===== config.mk =====
export PLATFORM = sky130hd
export DESIGN_NAME = fsm_delay_timer
export DESIGN_NICKNAME = d
export VERILOG_FILES = /design/src/rtl/blackjack_pkg.sv /design/src/rtl/tick_prescaler.sv /design/src/rtl/fsm_delay_timer.sv
export SDC_FILE = /design/constraint.sdc
export NUM_CORES = 1
export LEC_CHECK = 0
export ABC_CLOCK_PERIOD_IN_PS = 2700
export CAP_MARGIN = 20
export CORE_UTILIZATION = 53
export DETAILED_ROUTE_END_ITERATION = 8
export PLACE_DENSITY = 0.79
export SLEW_MARGIN = 10
export SYNTH_ARGS = -nofsm -noshare
export SYNTH_HDL_FRONTEND = slang
export SYNTH_HIERARCHICAL = 1
export SYNTH_SLANG_ARGS = --single-unit

===== constraint.sdc =====
create_clock -name clk_50M -period 2.7 [get_ports clk_50M]
set_input_delay 0.27 -clock clk_50M [delete_from_list [all_inputs] [get_ports clk_50M]]
set_output_delay 0.27 -clock clk_50M [all_outputs]
set_load 0.01 [all_outputs]

===== src/rtl/blackjack_pkg.sv =====
// Shared definitions for the BlackJack game datapath: state encodings, clock defaults
// and a constant-width helper.
package blackjack_pkg;

  localparam logic [1:0] ST_IDLE = 2'd0;
  localparam logic [1:0] ST_RUN  = 2'd1;
  localparam logic [1:0] ST_DONE = 2'd2;

  localparam int DEFAULT_CLK_HZ  = 50_000_000;
  localparam int DEFAULT_TICK_HZ = 2_000;
  localparam int TWO_SEC_TICKS   = 4000;

  // Minimum one bit, so that a divide-by-1 prescaler still has a legal counter width.
  function automatic int clog2(input int value);
    int w;
    w = 0;
    for (int i = 0; i < 31; i++) begin
      if (((value - 1) >> i) != 0) w = i + 1;
    end
    if (w < 1) w = 1;
    return w;
  endfunction

endpackage


===== src/rtl/tick_prescaler.sv =====
// Divides clk_50M down to a one-cycle tick strobe every DIV enabled cycles.
module tick_prescaler #(
  parameter int DIV = 25_000
) (
  input  logic clk_50M,
  input  logic i_Reset_n,
  input  logic i_Clear,
  input  logic i_En,
  output logic o_Tick
);

  localparam int W = blackjack_pkg::clog2(DIV);
  localparam logic [W-1:0] LAST = W'(DIV - 1);

  logic [W-1:0] count;

  always_ff @(posedge clk_50M or negedge i_Reset_n) begin
    if (!i_Reset_n) begin
      count <= '0;
    end else if (i_Clear) begin
      count <= '0;
    end else if (i_En) begin
      count <= (count == LAST) ? '0 : count + 1'b1;
    end
  end

  assign o_Tick = i_En && (count == LAST);

endmodule


===== src/rtl/fsm_delay_timer.sv =====
// Request/done delay responder for the game FSM: counts a requested number of ticks.
//   state   | meaning
//   IDLE    | waiting for i_Start; i_Abort blocks a start
//   RUN     | counting ticks down; o_Busy high
//   DONE    | single-cycle o_Done, then back to IDLE
module fsm_delay_timer
  import blackjack_pkg::*;
#(
  parameter int CLK_HZ  = DEFAULT_CLK_HZ,
  parameter int TICK_HZ = DEFAULT_TICK_HZ,
  parameter int WIDTH   = 12
) (
  input  logic             clk_50M,
  input  logic             i_Reset_n,
  input  logic             i_Start,
  input  logic [WIDTH-1:0] i_Load,
  input  logic             i_Abort,
  output logic             o_Busy,
  output logic             o_Done,
  output logic [WIDTH-1:0] o_Remaining,
  output logic             o_Tick
);

  localparam int DIV = CLK_HZ / TICK_HZ;

  generate
    if (((CLK_HZ % TICK_HZ) != 0) || (DIV < 2)) begin : g_bad_div
      $error("fsm_delay_timer: CLK_HZ/TICK_HZ must be an exact integer >= 2");
    end
  endgenerate

  logic [1:0] state;
  logic       tick_run;
  logic       run_active;
  logic       pre_clear;

  assign run_active = (state == ST_RUN);
  // Keep the prescaler parked at zero outside RUN so every delay starts phase-aligned.
  assign pre_clear  = !run_active || i_Abort;

  tick_prescaler #(.DIV(DIV)) u_prescaler (
    .clk_50M   (clk_50M),
    .i_Reset_n (i_Reset_n),
    .i_Clear   (pre_clear),
    .i_En      (run_active),
    .o_Tick    (tick_run)
  );

  always_ff @(posedge clk_50M or negedge i_Reset_n) begin
    if (!i_Reset_n) begin
      state       <= ST_IDLE;
      o_Remaining <= '0;
    end else begin
      case (state)
        ST_IDLE: begin
          if (!i_Abort && i_Start) begin
            if (i_Load != '0) begin
              state       <= ST_RUN;
              o_Remaining <= i_Load;
            end else begin
              state       <= ST_DONE;
              o_Remaining <= '0;
            end
          end
        end
        ST_RUN: begin
          if (i_Abort) begin
            state       <= ST_IDLE;
            o_Remaining <= '0;
          end else if (tick_run && (o_Remaining != '0)) begin
            if (o_Remaining == WIDTH'(1)) state <= ST_DONE;
            o_Remaining <= o_Remaining - 1'b1;
          end
        end
        ST_DONE: state <= ST_IDLE;
        default: begin
          state       <= ST_IDLE;
          o_Remaining <= '0;
        end
      endcase
    end
  end

  assign o_Busy = run_active;
  assign o_Done = (state == ST_DONE);
  assign o_Tick = tick_run;

endmodule


==> impl_metrics.ini, run 1 <==
[critical_path]
critPathMaxFanout = 6
end_kind = primary output
r2r-start = u_prescaler/count[0]
ff2ff_setup_slack_ns = 0.36
rr_worst_depth = 9
cp.buffers_inverters = 1
worstSetupPathType = reg2out
crit_chain = ha_2, and4_2, nand4_1, nor2_2, clkdlybuf4s50_1
required_ns = 2.43
crit_path_max_incr_delay_ns = 0.59
critPathArrivalTime_ns = 2.29
crit_family = simple AND/OR/NAND/NOR gates
cp_slowest_cell = clkdlybuf4s50_1
start_kind = flip-flop
rr_endpoint = o_Remaining[9]

[routing]
wl_um = 4800
drc = 0
wl_per_cell_um = 16.4
vias_per_cell = 6.21
drtAntennaViolNets = 0
dr.pass1.iters = 4
detailedRoute.firstIterationViolations = 153
dr_total_vias = 1813

[logic_synthesis]
synth_cell_type_count = 51
synth_edf_count = 0
avgSynthCellArea_um2 = 9.09
syn_area_um2 = 1910
synth_top_area_frac = 0.380
ys_seq_area_frac = 0.380
synth_fp_nets = 230
ys_warn_count = 6
synth_ff_type = dfrtp_1
synthCells = 210
synthArstFlopShare = 1.00
synth_area_leader_cell = dfrtp_1
ys_top_cells_by_area = dfrtp_1 (38%), nor2_1 (3.7%), a21oi_1 (3.4%), xnor2_1 (3.2%), o21ai_0 (3.1%)
ys_ff_latch = 29

[timing]
slew_headroom = 0.629
tns_ns = 0
drv_slew = 0
hold_viol = 0
setup_slack_ns = 0.144
worst_pin_slew_ns = 0.555
fin_crit_sh = 0.947
max_clock_freq_mhz = 391
fin_worst_skew_ns = 0.0137
final-setup-viol-count = 0
layout_min_cycle_time_ns = 2.56

[clock_tree]
numClockSinks = 29
cts_tree = done
clockRootBuffer = clkbuf_4
clk_path_buf_depth = 2
htree_levels = 2
cts_buffers = 5
insertion_delay_ns = 0.34
path_clk_slew_ns = 0.10

[layout]
area_growth_pct = 21.4
fin_util = 0.684
mostFrequentLayoutCell = clkdlybuf4s50_1
final_cell_mix = clkdlybuf4s50_1 (30), dfrtp_1 (28), nor2_1 (18)
nets = 265
n_antenna_cell = 0
drive_gt1_frac = 0.114

[place]
dp_slack_ns = 0.289
place_congestion = 0.851
dpl.hpwl_um = 3400
port-buffer-count = 30

[floorplan]
coreArea_um2 = 3390
rows = 21
initial_utilization = 0.563
die_w_um = 62.0
die_area_um2 = 3850
die_h_um = 62.0
io_pins = 31

[job]
maxCapViolCount = 0

[pwr]
peakVddDrop_mv = 0.572
leakage_nw = 0.893
finalPower_w = 0.00199
power_density_nw_per_um2 = 859

[global_route]
grt_pass1_vias = 1567
grt_max_degree = 30
track_usage = 0.272
grt_first_pass_wirelength_um = 7490
antenna_found_initial = 0
gr-total-overflow = 0

[min_path]
hold_path.class = in2async

[status]
outcome = completed
## worst max-delay path by stage
stage | from | endpoint | slack [ns] | depth (start not counted)
detailed placement | u_prescaler/count[0] | o_Remaining[5] | 0.29 | 8
finish | u_prescaler/count[1] | o_Tick | 0.14 | 5
floorplan | u_prescaler/count[0] | o_Remaining[8] | 0.33 | 10
CTS | u_prescaler/count[0] | o_Tick | 0.02 | 5
global placement | u_prescaler/count[0] | o_Remaining[2] | 0.37 | 9
global route | u_prescaler/count[1] | o_Tick | -0.01 | 5
## power by group
part | switching [W] | internal [W] | total, W
sequential | 0.000194 | 0.000533 | 0.000727
clock | 0.000152 | 0.000104 | 0.000255
combinational | 0.000526 | 0.000484 | 0.00101
## per-stage QoR
step	instances	hold WS, ns	area (µm²)
after CTS	291	0.326	2290
after floorplan	210	-0.0256	1910
after detailed placement	283	0.529	2240
after global routing	292	0.330	2320
after global placement	283	0.530	2240
final	292	0.306	2320
## routing by layer
metal / vias up / GRT usage / wire length [µm]
li1: 864 / - / -
met1: 865 / 0.431 / 2330
met2: 73 / 0.365 / 2090
met3: 11 / 0.0538 / 294
met4: 0 / 0.0857 / 85
met5: - / 0 / 0
## cell usage after synthesis (3+ instances only)
| library cell | instances |
|---|---|
| nor2_1 | 19 |
| dfrtp_1 | 29 |
| a22oi_1 | 4 |
| nand3_1 | 8 |
| nand2_1 | 16 |
| o211ai_1 | 3 |
| ha_1 | 4 |
| buf_4 | 4 |
| xnor2_1 | 7 |
| inv_1 | 10 |
| and4_1 | 4 |
| nor3_1 | 3 |
| a221o_1 | 3 |
| or3_1 | 7 |
| nor4_1 | 6 |
| nand4_1 | 8 |
| a21oi_1 | 13 |
| xor2_1 | 4 |
| o21ai_0 | 12 |
## repair_timing
item	4_1_cts	5_1_grt
hold buffers	0	0
endpoints found under the hold margin	0	0
setup endpoints to repair	0	1
buffers inserted	0	1
resized for setup	0	6
## logic make-up after synthesis
group	count (synthesis)	share of synthesized area
AOI/OAI and AO/OA	55	0.202
xor gates and xnor gates	11	0.0505
adders and majority gates	4	0.0262
buffers and inverters	18	0.0524
DFF	29	0.380
muxes	2	0.0105
and+or+nand+nor	91	0.279
## registers in the layout, indices dropped and copies added, names as in the netlist
signal,cells
u_prescaler/count,15
o_Remaining,12
state,2
## cell type report
class                           count  area [µm²]
Clock buffer                        8        48.8
Fill cell                         274        1070
Inverter                           10        37.5
Multi-Input combinational cell    163        1100
Sequential cell                    29         727
Tap cell                           46        57.6
Timing Repair Buffer               36         345
No activity file was read; power rests on OpenSTA's default activity.
==> run 2, diff against run 1 <==
--- a/config.mk
+++ b/config.mk
@@ -7,9 +7,10 @@
 export LEC_CHECK = 0
 export ABC_CLOCK_PERIOD_IN_PS = 2700
 export CAP_MARGIN = 20
-export CORE_UTILIZATION = 53
+export CORE_UTILIZATION = 60
 export DETAILED_ROUTE_END_ITERATION = 8
-export PLACE_DENSITY = 0.79
+export DONT_BUFFER_PORTS = 1
+export PLACE_DENSITY = 0.76
 export SLEW_MARGIN = 10
 export SYNTH_ARGS = -nofsm -noshare
 export SYNTH_HDL_FRONTEND = slang
==> run 2 against run 1 <==
Against the previous run:
- utilization shrank 0.47 points
- fmax increased by 4.8%
- routed wire length decreased by 1.9%
- first-iteration DRC count is 33% lower
- via count decreased by 5.5%
- clock power grew 78%
- final cell count shrank 11%
- combinational power fell by 26%
- hold slack got worse by 0.24 ns
- flip-flop and latch count stayed put
- die area shrank 11%
- non-clock buffer count is 31 lower
==> impl_metrics.ini, run 2 (synthesis gave the netlist of run 1 again) <==
[timing]
hold_viol = 0
final-setup-viol-count = 0
layout_min_cycle_time_ns = 2.44
fin_worst_skew_ns = 0.0157
max_clock_freq_mhz = 410
tns_ns = 0
fin_crit_sh = 0.904
worst_hold_slack_ns = 0.0701
rsz0062_at_grt = false
worst_pin_slew_ns = 0.844
slew_headroom = 0.435
setup_slack_ns = 0.260
drv_slew = 0

[pwr]
finalPower_w = 0.00197
power_density_nw_per_um2 = 960
peakVddDrop_mv = 0.580
leakage_nw = 0.810

[clock_tree]
cts_setup_buffers = 0
clockRootBuffer = clkbuf_4
insertion_delay_ns = 0.34
numClockSinks = 29
path_clk_slew_ns = 0.11
cts-resized-gates = 0
cts_buffers = 5
cts_tree = done
clk_path_buf_depth = 2
htree_levels = 2

[critical_path]
critPathArrivalTime_ns = 2.70
start_kind = flip-flop
cp_common_cell = a21oi_1
ff2ff_setup_slack_ns = 0.26
end_kind = flip-flop
cp_slowest_cell = dfrtp_1
cp.buffers_inverters = 0
rr_endpoint = o_Remaining[9]
r2r-start = u_prescaler/count[0]
critPathMaxFanout = 12
crit_path_max_incr_delay_ns = 0.44
required_ns = 2.96
worstSetupPathType = reg2reg
crit_family = simple AND/OR/NAND/NOR gates
crit_chain = ha_1, and4_1, nand4_1, nor2_1, or3_2, a21oi_1, a31o_2, a21oi_1, o211ai_1
rr_worst_depth = 9

[global_route]
grt_first_pass_wirelength_um = 7690
grtUsageMet3 = 0.0681
grt_use_met1 = 0.352
gr-total-overflow = 0
grt_pass1_vias = 1739
use_met2 = 0.521
track_usage = 0.299
grt_max_degree = 30
antenna_found_initial = 0
grt-busiest-layer = met2

[min_path]
holdPathStages = 1
min_to = o_Remaining[5]
hold_path.class = in2reg
hold_start = i_Load[5]

[layout]
fillCellCount = 251
biggestRegsByFlops = u_prescaler/count x15, o_Remaining x12, state x2
drive_gt1_frac = 0.107
nets = 234
mostFrequentLayoutCell = dfrtp_1
largest_register = u_prescaler/count
fin_util = 0.679
final_cell_mix = dfrtp_1 (29), nor2_1 (19), nand2_1 (16)
area_growth_pct = 7.73
largest_reg_flops = 15
n_antenna_cell = 0

[routing]
vias_per_cell = 6.61
dr.pass1.iters = 4
detailedRoute.firstIterationViolations = 103
wl_per_cell_um = 18.2
drc = 0
wl_um = 4710
drtAntennaViolNets = 0
dr_total_vias = 1713

[place]
dpl.hpwl_um = 3360
dp_slack_ns = 0.287
place_congestion = 0.868
port-buffer-count = 0

[floorplan]
initial_utilization = 0.631
die_w_um = 58.4
die_area_um2 = 3410
coreArea_um2 = 3030
io_pins = 31
die_h_um = 58.4
rows = 20

[status]
outcome = completed

[job]
maxCapViolCount = 0
==> run 2: cell count changes in the layout (fill, tap and decap cells not counted), sizes merged <==
cell and delta:
bufinv +2, clkbuf -3, clkinv +1, clkdlybuf4s50 -30, buf -2, dlygate4sd3 +1
==> run 2: worst max path at each step <==
stage	startpoint	to	depth (start not counted)
floorplan	u_prescaler/count[0]	o_Remaining[8]	10
global placement	u_prescaler/count[0]	o_Remaining[9]	9
detailed placement	u_prescaler/count[0]	o_Remaining[9]	9
CTS	u_prescaler/count[0]	o_Remaining[9]	9
global route	u_prescaler/count[0]	o_Remaining[9]	9
finish	u_prescaler/count[0]	o_Remaining[9]	9
==> run 2: per-layer routing <==
metal,vias to the layer above,wire length (µm),part of all wire
met5,-,0,0
met4,0,99,0.021
met3,11,298,0.063
met2,68,2430,0.51
met1,832,1890,0.40
li1,802,-,-
==> run 2: timing repair <==
action	CTS	global route
hold endpoints to repair	29	0
endpoints found under the setup margin	0	0
hold buffers	2	0
==> run 2: layout make-up <==
class	instances	area, µm²	area share
Timing Repair Buffer	5	52.6	0.0255
Sequential cell	29	726	0.353
Inverter	10	37.5	0.0182
Tap cell	44	55.1	0.0268
Multi-Input combinational cell	163	1080	0.527
Clock inverter	3	65.1	0.0316
Clock buffer	5	37.5	0.0182
==> run 2: per-stage QoR <==
step                      cell area (µm²)  std cells
after global routing                 2060        259
after CTS                            2060        259
after floorplan                      1910        210
final                                2060        259
after detailed placement             1920        249
after global placement               1920        249
==> run 2: worst register-to-register path: stages (launching register included) <==
cell	delay, ns
dfrtp_1	0.44
ha_1	0.28
and4_1	0.29
nand4_1	0.17
nor2_1	0.09
or3_2	0.41
a21oi_1	0.16
a31o_2	0.28
a21oi_1	0.08
o211ai_1	0.18
==> run 2: where the power goes <==
part	internal [W]	switching, W	total [W]
Sequential	0.000532	0.000244	0.000775
Clock	0.000287	0.000168	0.000455
Combinational	0.000306	0.000438	0.000744
Total	0.00112	0.000850	0.00197
==> run 3, diff against run 2 <==
--- a/config.mk
+++ b/config.mk
@@ -5,8 +5,9 @@
 export SDC_FILE = /design/constraint.sdc
 export NUM_CORES = 1
 export LEC_CHECK = 0
-export ABC_CLOCK_PERIOD_IN_PS = 2700
+export ABC_CLOCK_PERIOD_IN_PS = 3010
 export CAP_MARGIN = 20
+export CORE_MARGIN = 5
 export CORE_UTILIZATION = 60
 export DETAILED_ROUTE_END_ITERATION = 8
 export DONT_BUFFER_PORTS = 1
==> constraint.sdc (replaced) <==
create_clock -name clk_50M -period 3.01 [get_ports clk_50M]
set_input_delay 0.301 -clock clk_50M [delete_from_list [all_inputs] [get_ports clk_50M]]
set_output_delay 0.301 -clock clk_50M [all_outputs]
set_load 0.01 [all_outputs]
==> run 3 against run 2 <==
Against the previous run:
- clock power decreased by 24%
- sequential share of layout area increased by 0.11 points
- non-clock buffer count increased by 1
- utilization decreased by 0.76 points
- count of clock-buffer cells in the layout increased by 1
- largest power group unchanged
- fmax decreased by 4.6%
- die area increased by 29%
==> impl_metrics.ini, run 3 (synthesis gave the netlist of run 1 again) <==
[pwr]
finalPower_w = 0.00171
power_density_nw_per_um2 = 834
peakVddDrop_mv = 0.468
leakage_nw = 0.804

[timing]
fin_crit_sh = 0.850
worst_pin_slew_ns = 0.549
worst_hold_slack_ns = 0.108
final-setup-viol-count = 0
hold_viol = 0
rsz0062_at_grt = false
drv_slew = 0
layout_min_cycle_time_ns = 2.56
fin_worst_skew_ns = 0.00837
slew_headroom = 0.633
max_clock_freq_mhz = 391
tns_ns = 0

[min_path]
hold_path.class = in2reg

[place]
detailed_place.area_um2 = 1930
port-buffer-count = 0
dpl.hpwl_um = 3350
place_congestion = 0.872

[layout]
fin_util = 0.672
multi_input_area_um2 = 1080
largest_register = u_prescaler/count
final_cell_area_um2 = 2050
mostFrequentLayoutCell = dfrtp_1
final_cell_mix = dfrtp_1 (29), nor2_1 (19), nand2_1 (16)
n_antenna_cell = 0
drive_gt1_frac = 0.111
area_growth_pct = 7.41
biggestRegsByFlops = u_prescaler/count x15, o_Remaining x12, state x2
largest_reg_flops = 15
nets = 235
seq_area_um2 = 726
fillCellCount = 260

[floorplan]
io_pins = 31
initial_utilization = 0.625
coreArea_um2 = 3050
rows = 20
die_h_um = 66.4
die_w_um = 66.4
die_area_um2 = 4410

[critical_path]
cp-endpoint = o_Remaining[9]
cp_common_cell = a21oi_1
crit_chain = ha_1, and4_1, nand4_1, nor2_1, buf_4, or3_2, a21oi_1, a31o_2, a21oi_1, o211ai_1
end_kind = flip-flop
rr_endpoint = o_Remaining[9]
cp_slowest_cell = dfrtp_1
worstSetupPathType = reg2reg
critPathMaxFanout = 12
crit_path_max_incr_delay_ns = 0.44
start_kind = flip-flop
startpoint = u_prescaler/count[0]
r2r-start = u_prescaler/count[0]
ff2ff_setup_slack_ns = 0.45
required_ns = 3.27
rr_worst_depth = 10
critPathArrivalTime_ns = 2.82

[global_route]
grt_first_pass_wirelength_um = 7720
antenna_found_initial = 0
grt_pass1_vias = 1615
track_usage = 0.230
grt_max_degree = 30
gr-total-overflow = 0

[routing]
wl_per_cell_um = 17.7
detailedRoute.firstIterationViolations = 215
dr.pass1.iters = 4
wl_um = 4600
dr_total_vias = 1719
vias_per_cell = 6.61
drc = 0
drtAntennaViolNets = 0

[clock_tree]
numClockSinks = 29
insertion_delay_ns = 0.34
cts-resized-gates = 0
path_clk_slew_ns = 0.10
cts-hold-fix-buffers = 2
clk_path_buf_depth = 2
cts_tree = done
cts_buffers = 5
cts_setup_buffers = 0
htree_levels = 2
clockRootBuffer = clkbuf_4

[status]
outcome = completed

[job]
maxCapViolCount = 0
-- run 3: cell count changes in the layout (fill, tap and decap cells not counted), sizes merged --
cell | previous run | this run
clkinv | 1 | 0
bufinv | 2 | 1
buf | 4 | 5
clkinvlp | 0 | 1
clkbuf | 5 | 6
-- run 3: routing by layer --
metal | wire length [µm] | global-route usage
met1 | 2090 | 0.317
met2 | 2030 | 0.340
met3 | 438 | 0.0561
met4 | 47 | 0.0964
met5 | 0 | 0
-- run 3: layout make-up --
class | count | area share
clock buffers | 6 | 0.0250
well taps | 44 | 0.0268
repair buffers | 6 | 0.0293
flip-flops and latches | 29 | 0.354
clock inverters | 2 | 0.0183
inverters | 10 | 0.0183
multi-input cells | 163 | 0.528
-- run 3: critical path, delay by kind of cell, from the launching register on --
| family | cells | cell delay [ns] |
|---|---|---|
| flip-flops | 1 | 0.44 |
| AND/OR/NAND/NOR | 4 | 0.92 |
| AO/OA/AOI/OAI | 4 | 0.67 |
| adder cells (fa/ha/maj) | 1 | 0.27 |
| buffers and inverters | 1 | 0.16 |
-- run 3: power by group --
group	switching, W	leakage, nW	total [W]	internal [W]
Sequential	0.000217	0.390	0.000694	0.000477
Clock	0.000147	0.0445	0.000344	0.000197
Combinational	0.000390	0.370	0.000671	0.000280
-- run 3: stage by stage --
step,instances,worst slack (ns)
detailed placement,250,0.494
CTS,260,0.466
global placement,250,0.591
floorplan,210,0.645
finish,260,0.452
global route,260,0.281
-- run 3: how the worst min path moves through the flow --
stage / end / cells after the start / startpoint
3_3_place_gp: u_prescaler/count[11] / 0 / i_Reset_n
3_5_place_dp: u_prescaler/count[11] / 0 / i_Reset_n
2_1_floorplan: o_Remaining[0] / 0 / i_Reset_n
6_report: o_Remaining[8] / 1 / i_Load[8]
4_1_cts: o_Remaining[8] / 1 / i_Load[8]
5_1_grt: o_Remaining[8] / 1 / i_Load[8]
